### config.mk
export PLATFORM = sky130hd
export DESIGN_NAME = line_counter
export DESIGN_NICKNAME = d
export VERILOG_FILES = /design/src/rtl/line_counter_pkg.sv /design/src/rtl/timing_cfg_check.sv /design/src/rtl/line_counter.sv
export SDC_FILE = /design/constraint.sdc
export NUM_CORES = 1
export LEC_CHECK = 0
export CORE_MARGIN = 10
export CORE_UTILIZATION = 35
export DETAILED_ROUTE_END_ITERATION = 10
export SYNTH_ARGS = -nofsm -noshare
export SYNTH_HDL_FRONTEND = slang
export SYNTH_SLANG_ARGS = --single-unit
### constraint.sdc
create_clock -name i_clk -period 4.46 [get_ports i_clk]
set_input_delay 0.446 -clock i_clk [delete_from_list [all_inputs] [get_ports i_clk]]
set_output_delay 0.446 -clock i_clk [all_outputs]
set_load 0.1 [all_outputs]
### src/rtl/line_counter_pkg.sv
// ---------------------------------------------------------------------------
// line_counter_pkg
// Shared definitions for the vertical timing stage.
// The state encodings are shared with the horizontal pixel stage, which will
// reuse them when its FSM is rewritten.
// The default line-index width lives here so the counter and the
// configuration checker agree on it.
// No ports (package).
// ---------------------------------------------------------------------------
package line_counter_pkg;

    // Fixed 3-bit encodings so that both timing stages decode states identically.
    typedef enum logic [2:0] {
        ST_INIT   = 3'd0,
        ST_ACTIVE = 3'd1,
        ST_FRONT  = 3'd2,
        ST_SYNC   = 3'd3,
        ST_BACK   = 3'd4
    } state_t;

    localparam int LINE_W = 10;

endpackage

### src/rtl/timing_cfg_check.sv
// ---------------------------------------------------------------------------
// timing_cfg_check
// Purely combinational validity check for a set of timing thresholds.
// A configuration is usable only when the regions are non-empty and ordered:
// 0 < s_blank < s_sync < r_sync <= last.
// The horizontal stage can reuse this checker with its own widths.
//
// Ports:
//   i_s_blank  first index of blanking
//   i_s_sync   first index of sync
//   i_r_sync   first index after sync
//   i_last     final index of the period
//   o_valid    high when the thresholds form a usable configuration
// ---------------------------------------------------------------------------
module timing_cfg_check
    import line_counter_pkg::*;
#(
    parameter int c = LINE_W
) (
    input  logic [c-1:0] i_s_blank,
    input  logic [c-1:0] i_s_sync,
    input  logic [c-1:0] i_r_sync,
    input  logic [c-1:0] i_last,
    output logic         o_valid
);

    // An active region of zero lines, or any out-of-order threshold, is rejected.
    assign o_valid = (i_s_blank != '0)
                   && (i_s_blank < i_s_sync)
                   && (i_s_sync  < i_r_sync)
                   && (i_r_sync  <= i_last);

endmodule

### src/rtl/line_counter.sv
// ---------------------------------------------------------------------------
// line_counter
// Vertical timing stage. It counts line-end strobes from the horizontal stage
// and produces the line index, vertical blank, vertical sync and a one-cycle
// end-of-frame pulse. Thresholds are latched into shadow registers only at
// frame boundaries, so a mid-frame change cannot tear the raster.
//
// Ports:
//   i_clk        system clock, rising edge
//   i_rst        asynchronous active-high reset
//   i_line_end   one-cycle strobe on the last pixel of each line
//   i_s_blank    first line of vertical blanking
//   i_s_sync     first line of vertical sync
//   i_r_sync     first line after vertical sync
//   i_last       final line of the frame
//   o_q          current line index
//   o_blank      vertical blank level
//   o_sync       vertical sync level, active-high
//   o_frame_end  one-cycle pulse when the index wraps from last to 0
//   o_cfg_err    set when the last sampled configuration was invalid
// ---------------------------------------------------------------------------
module line_counter
    import line_counter_pkg::*;
#(
    parameter int c = LINE_W
) (
    input  logic         i_clk,
    input  logic         i_rst,
    input  logic         i_line_end,
    input  logic [c-1:0] i_s_blank,
    input  logic [c-1:0] i_s_sync,
    input  logic [c-1:0] i_r_sync,
    input  logic [c-1:0] i_last,
    output logic [c-1:0] o_q,
    output logic         o_blank,
    output logic         o_sync,
    output logic         o_frame_end,
    output logic         o_cfg_err
);

    state_t       r_state;
    state_t       w_state_nxt;
    logic [c-1:0] r_q;
    logic [c-1:0] w_q_nxt;
    logic [c-1:0] w_q_inc;
    logic [c-1:0] r_sh_blank;
    logic [c-1:0] r_sh_sync;
    logic [c-1:0] r_sh_rsync;
    logic [c-1:0] r_sh_last;
    logic         r_blank;
    logic         r_sync;
    logic         r_frame_end;
    logic         r_cfg_err;
    logic         w_valid;
    logic         w_sample;
    logic         w_wrap;
    logic         w_cfg_err_nxt;
    logic         w_blank_nxt;
    logic         w_sync_nxt;

    // The live inputs are checked, because they are what gets latched.
    timing_cfg_check #(
        .c (c)
    ) u_cfg_check (
        .i_s_blank (i_s_blank),
        .i_s_sync  (i_s_sync),
        .i_r_sync  (i_r_sync),
        .i_last    (i_last),
        .o_valid   (w_valid)
    );

    assign w_q_inc = r_q + {{(c-1){1'b0}}, 1'b1};

    // Next-state logic.
    // INIT only samples the configuration and never moves the index.
    // A running frame either advances the index or, on the final line, wraps
    // and resamples. The region transitions look at the incremented index so
    // that the state always matches the new index.
    always_comb begin
        w_state_nxt   = r_state;
        w_q_nxt       = r_q;
        w_sample      = 1'b0;
        w_wrap        = 1'b0;
        w_cfg_err_nxt = r_cfg_err;
        if (i_line_end) begin
            if (r_state == ST_INIT) begin
                w_sample = 1'b1;
                w_q_nxt  = '0;
                if (w_valid) begin
                    w_state_nxt   = ST_ACTIVE;
                    w_cfg_err_nxt = 1'b0;
                end else begin
                    w_cfg_err_nxt = 1'b1;
                end
            end else if (r_q == r_sh_last) begin
                w_wrap   = 1'b1;
                w_sample = 1'b1;
                w_q_nxt  = '0;
                if (w_valid) begin
                    w_state_nxt   = ST_ACTIVE;
                    w_cfg_err_nxt = 1'b0;
                end else begin
                    w_state_nxt   = ST_INIT;
                    w_cfg_err_nxt = 1'b1;
                end
            end else begin
                w_q_nxt = w_q_inc;
                case (r_state)
                    ST_ACTIVE: if (w_q_inc == r_sh_blank) w_state_nxt = ST_FRONT;
                    ST_FRONT:  if (w_q_inc == r_sh_sync)  w_state_nxt = ST_SYNC;
                    ST_SYNC:   if (w_q_inc == r_sh_rsync) w_state_nxt = ST_BACK;
                    default:   w_state_nxt = r_state;
                endcase
            end
        end
    end

    // Output decode from the upcoming state, so that the registered outputs
    // line up with the registered index on the same edge.
    always_comb begin
        w_blank_nxt = (w_state_nxt != ST_ACTIVE);
        w_sync_nxt  = (w_state_nxt == ST_SYNC);
    end

    // State, counter, shadow and output registers.
    // Reset drops straight back to INIT with blanking asserted. No end-of-frame
    // pulse is produced by a reset.
    always_ff @(posedge i_clk or posedge i_rst) begin
        if (i_rst) begin
            r_state     <= ST_INIT;
            r_q         <= '0;
            r_sh_blank  <= '0;
            r_sh_sync   <= '0;
            r_sh_rsync  <= '0;
            r_sh_last   <= '0;
            r_blank     <= 1'b1;
            r_sync      <= 1'b0;
            r_frame_end <= 1'b0;
            r_cfg_err   <= 1'b0;
        end else begin
            r_state     <= w_state_nxt;
            r_q         <= w_q_nxt;
            r_blank     <= w_blank_nxt;
            r_sync      <= w_sync_nxt;
            r_frame_end <= w_wrap;
            r_cfg_err   <= w_cfg_err_nxt;
            if (w_sample) begin
                r_sh_blank <= i_s_blank;
                r_sh_sync  <= i_s_sync;
                r_sh_rsync <= i_r_sync;
                r_sh_last  <= i_last;
            end
        end
    end

    assign o_q         = r_q;
    assign o_blank     = r_blank;
    assign o_sync      = r_sync;
    assign o_frame_end = r_frame_end;
    assign o_cfg_err   = r_cfg_err;

endmodule
==> key figures <==
Cells and area
  – Share of post-route cells with drive strength above 1: 7.43%
  – Number of diodes added for antenna fixing: 0
  – Final Instance Area: about 4700 um^2
  – Area Growth Syn to Fin: 21.1%
  – Fill cell total of the finished layout: 1080
  – Final layout net count: around 540

CTS
  – Root buffer cell: sky130_fd_sc_hd__clkbuf_8
  – Clock buffer count from CTS: 9
  – Post CTS Setup Buffer Count: 0
  – Clock slew at reported path FFs: 70 ps
  – Num Clock Sinks: 57
  – Clock tree from TritonCTS: built
  – H-tree depth: 3
  – CTS-repair resized insts: 0
  – Source-to-sink clock delay at the later pin of the worst-skew pair: 350 ps
  – Total of hold buffers inserted after clock tree synthesis: 0
  – Worst-case clock buffer depth: 2

Floorplanning
  – Initial Utilization: 36.0%
  – Width of the die: 126 um
  – Vertical die dimension: 126 um
  – Placement Rows: 38
  – Top Ports: 57
  – Die Area: 15800 um^2
  – Placeable core region: 10900 um^2

Global routing
  – Total routing resource utilization after global routing: roughly 14%
  – Vias in the first global route: 3246
  – Pin count of the biggest net entering global routing: 71
  – Overall overflow remaining after global route: 0
  – First-pass GRT wire length: 17500 um
  – Number of antenna violations at the first check in global routing: 0

Routing
  – Average wire length per cell after detail routing: 17.6 um
  – Residual DRC count: 0
  – Via count: around 3200
  – Final wirelength: about 11000 um
  – Final antenna-violating net count: 0
  – Initial detailed-routing violation count: between 200 and 250
  – First-pass iteration count of the detailed router: 4
  – Vias per cell: 5.21

Power
  – Int Power: 1110 uW
  – Portion of total power attributed to combinational logic: 31.2%
  – Clock network fraction of design power: 28.8%
  – Pwr per Cell Area: 369 nW/um^2
  – Net switching power figure: 638 uW
  – Part of the power in registers: about two fifths
  – Peak supply drop: between 0.2 and 0.25 mV
  – Fraction of power spent switching nets: 36.4%
  – LEAKAGE: 0.00212 uW

Timing
  – Final hold vios: 0
  – Maximum achievable frequency: 326 MHz
  – Share of the cycle needed by the critical path after routing: between 60% and 70%
  – Minimum period implied by the final worst setup slack: 3070 ps
  – Final-report max-slew violation count: 0
  – Clock tree skew after final layout: around 8.5 ps
  – Setup violators final: 0
  – Final total negative setup slack: 0 ps
  – Unrepaired setup endpoints after global routing: no
  – Worst Max-Slew Pin Slew: around 1000 ps
  – Remaining max-slew budget at the tightest pin: 31.1%

Worst hold path
  – Class of the worst hold path: reg -> reg

Run status
  – Result of the run: finished, final reports clean

Job
  – Max-cap violations: 0

Worst setup path
  – Max Fanout on Critical Path: 12
  – Chain of cells forming the critical path: ha_1, nand3_1, nor2_1, xnor3_1, nand4_1, or4_1, a31oi_1, and3b_1
  – Element type at the critical path end: flip-flop
  – Worst Setup Path Type: reg -> reg
  – Startpoint Class: flip-flop
  – Worst stage delay on the critical path: just under 600 ps
  – Bufs and invs on worst path: 0
  – Cell at the slowest stage of the critical path: sky130_fd_sc_hd__dfrtp_1
  – Kind of cell with the highest combined delay on the critical path: simple AND/OR/NAND/NOR gates
  – Required time at the worst-slack endpoint: 4710 ps
  – WP data arrival: 3310 ps

Logic synthesis
  – Synth Flop Type: sky130_fd_sc_hd__dfrtp_1
  – Flip-flop and latch count after synthesis: 57
  – Total number of yosys warnings: 0
  – Syn Std Cell Area: 3920 um^2
  – Adder and majority cell fraction of the synthesized area: 9.25%
  – Fraction of synthesized area in multiplexers: 3.13%
  – Synthesized-area fraction occupied by xor and xnor cells: 12.2%
  – Cell types occupying the most area after synthesis: sky130_fd_sc_hd__dfrtp_1, sky130_fd_sc_hd__ha_1, sky130_fd_sc_hd__xnor2_1
  – Share of flip-flops with an asynchronous set or reset after synthesis: 100%
  – EDFF count, synth: 0
  – Area fraction in and, or, nand and nor cells after synthesis: 15.3%
  – Cells after Synth: between 400 and 500
  – Synthesized Nets: between 400 and 500
  – Post-synth top area cell: sky130_fd_sc_hd__dfrtp_1
  – Combinational family with the most area after synthesis: compound AO/OA/AOI/OAI gates
  – Avg Inst Size Synth: about 9.3 um^2
  – Yosys cell types: 55
  – Seq/Total Area, Yosys: 36.4%
  – Complex-gate fraction of the synthesized area: around 16%
  – Top cell type's share of synthesized area: 35.7%

Placed design
  – Post-DP HPWL: 8690 um
  – Routability congestion estimate from global placement: 0.958
  – Total of buffers placed on input and output ports: 56
  – Instance area after placement: 4540 um^2
## cell families (layout without fill, tap and decap cells)
group           count (synthesis)  count (layout)
buf+inv                        65             114
compound gates                100             100
mux                            11              11
simple gates                  118             118
xor+xnor                       42              42
flops                          57              57
fa+ha+maj                      29              29
## through the flow
stage,power [uW],util [%],worst slack [ps],hold WS [ps],instances
finish,1750,43.6,1390,481,611
global route,1850,43.6,1170,517,611
CTS,1760,43.6,1440,490,611
detailed placement,1260,41.7,1300,472,595
global placement,1240,41.7,1320,468,595
floorplan,1080,-,1420,457,422
## power by group through the flow
stage	registers (uW)	logic, uW	clock network, uW
final	702	546	505
after global routing	714	599	533
after CTS	701	550	508
after detailed placement	711	549	0
after global placement	706	538	0
after floorplan	749	336	0
## cell type report
type	instances	area (um^2)	area share [%]
clock buffer	10	138	2.90
clock inverter	6	66.3	1.40
inverter	39	146	3.08
multi-input combinational	300	2210	46.6
sequential	57	1430	30.1
tap	140	175	3.69
timing repair buffer	59	583	12.3
## tightest hold or removal path, delay by kind of cell, from the launching register on
kind             cells  cell delay (ps)
flip-flops           1              350
AND/OR/NAND/NOR      2              100
## cells in the mapped netlist (all sizes together) (5+ instances only)
cell and instances:
o21ai 45, xnor3 8, nand2b 7, ha 29, a21oi 8, nand3 8
a21o 8, nand2 51, dfrtp 56, o22ai 5, clkbuf 16, buf 10
inv 39, mux2 10, nand4 9, nor3 7, nor2 7, xnor2 26
xor2 8, o31ai 5
## flip-flops by register name, indices dropped and copies added (netlist names)
signal and cells:
r_sh_sync 10, o_blank 1, o_cfg_err 1, o_sync 1, r_sh_last 10, r_sh_rsync 10, r_sh_blank 10, o_q 10
r_state 3, o_frame_end 1
## per-layer routing
metal	wire [um]	vias up	global-route usage, %	part of all wire, %
met5	0	-	0	0
met4	182	0	5.22	1.7
met3	725	16	3.23	6.7
met2	4710	112	20.5	44
met1	5140	1473	18.3	48
li1	-	1584	-	-
## placed cells by master (no fill, tap or decap), types with 9 or more instances in the layout
| master | n |
|---|---|
| sky130_fd_sc_hd__clkdlybuf4s50_1 | 56 |
| sky130_fd_sc_hd__dfrtp_1 | 56 |
| sky130_fd_sc_hd__nand2_1 | 50 |
| sky130_fd_sc_hd__inv_1 | 38 |
| sky130_fd_sc_hd__ha_1 | 29 |
| sky130_fd_sc_hd__xnor2_1 | 26 |
| sky130_fd_sc_hd__o21ai_0 | 26 |
| sky130_fd_sc_hd__o21ai_1 | 19 |
| sky130_fd_sc_hd__mux2_2 | 10 |
| sky130_fd_sc_hd__clkbuf_8 | 10 |
| sky130_fd_sc_hd__nand4_1 | 9 |
## final timing paths
path | startpoint | end | slack [ps] | cells past startpoint
worst max-delay path | o_q[0] | o_sync | 1390 | 8
worst min-delay path | o_cfg_err | o_cfg_err | 480 | 2
worst max register to register | o_q[0] | o_sync | 1390 | 8
worst min register to register | o_cfg_err | o_cfg_err | 480 | 2
max in group asynchronous | i_rst | o_q[4] | 3360 | 3
min in group asynchronous | i_rst | o_q[2] | 610 | 3
Power figures use the tool's default switching activity.
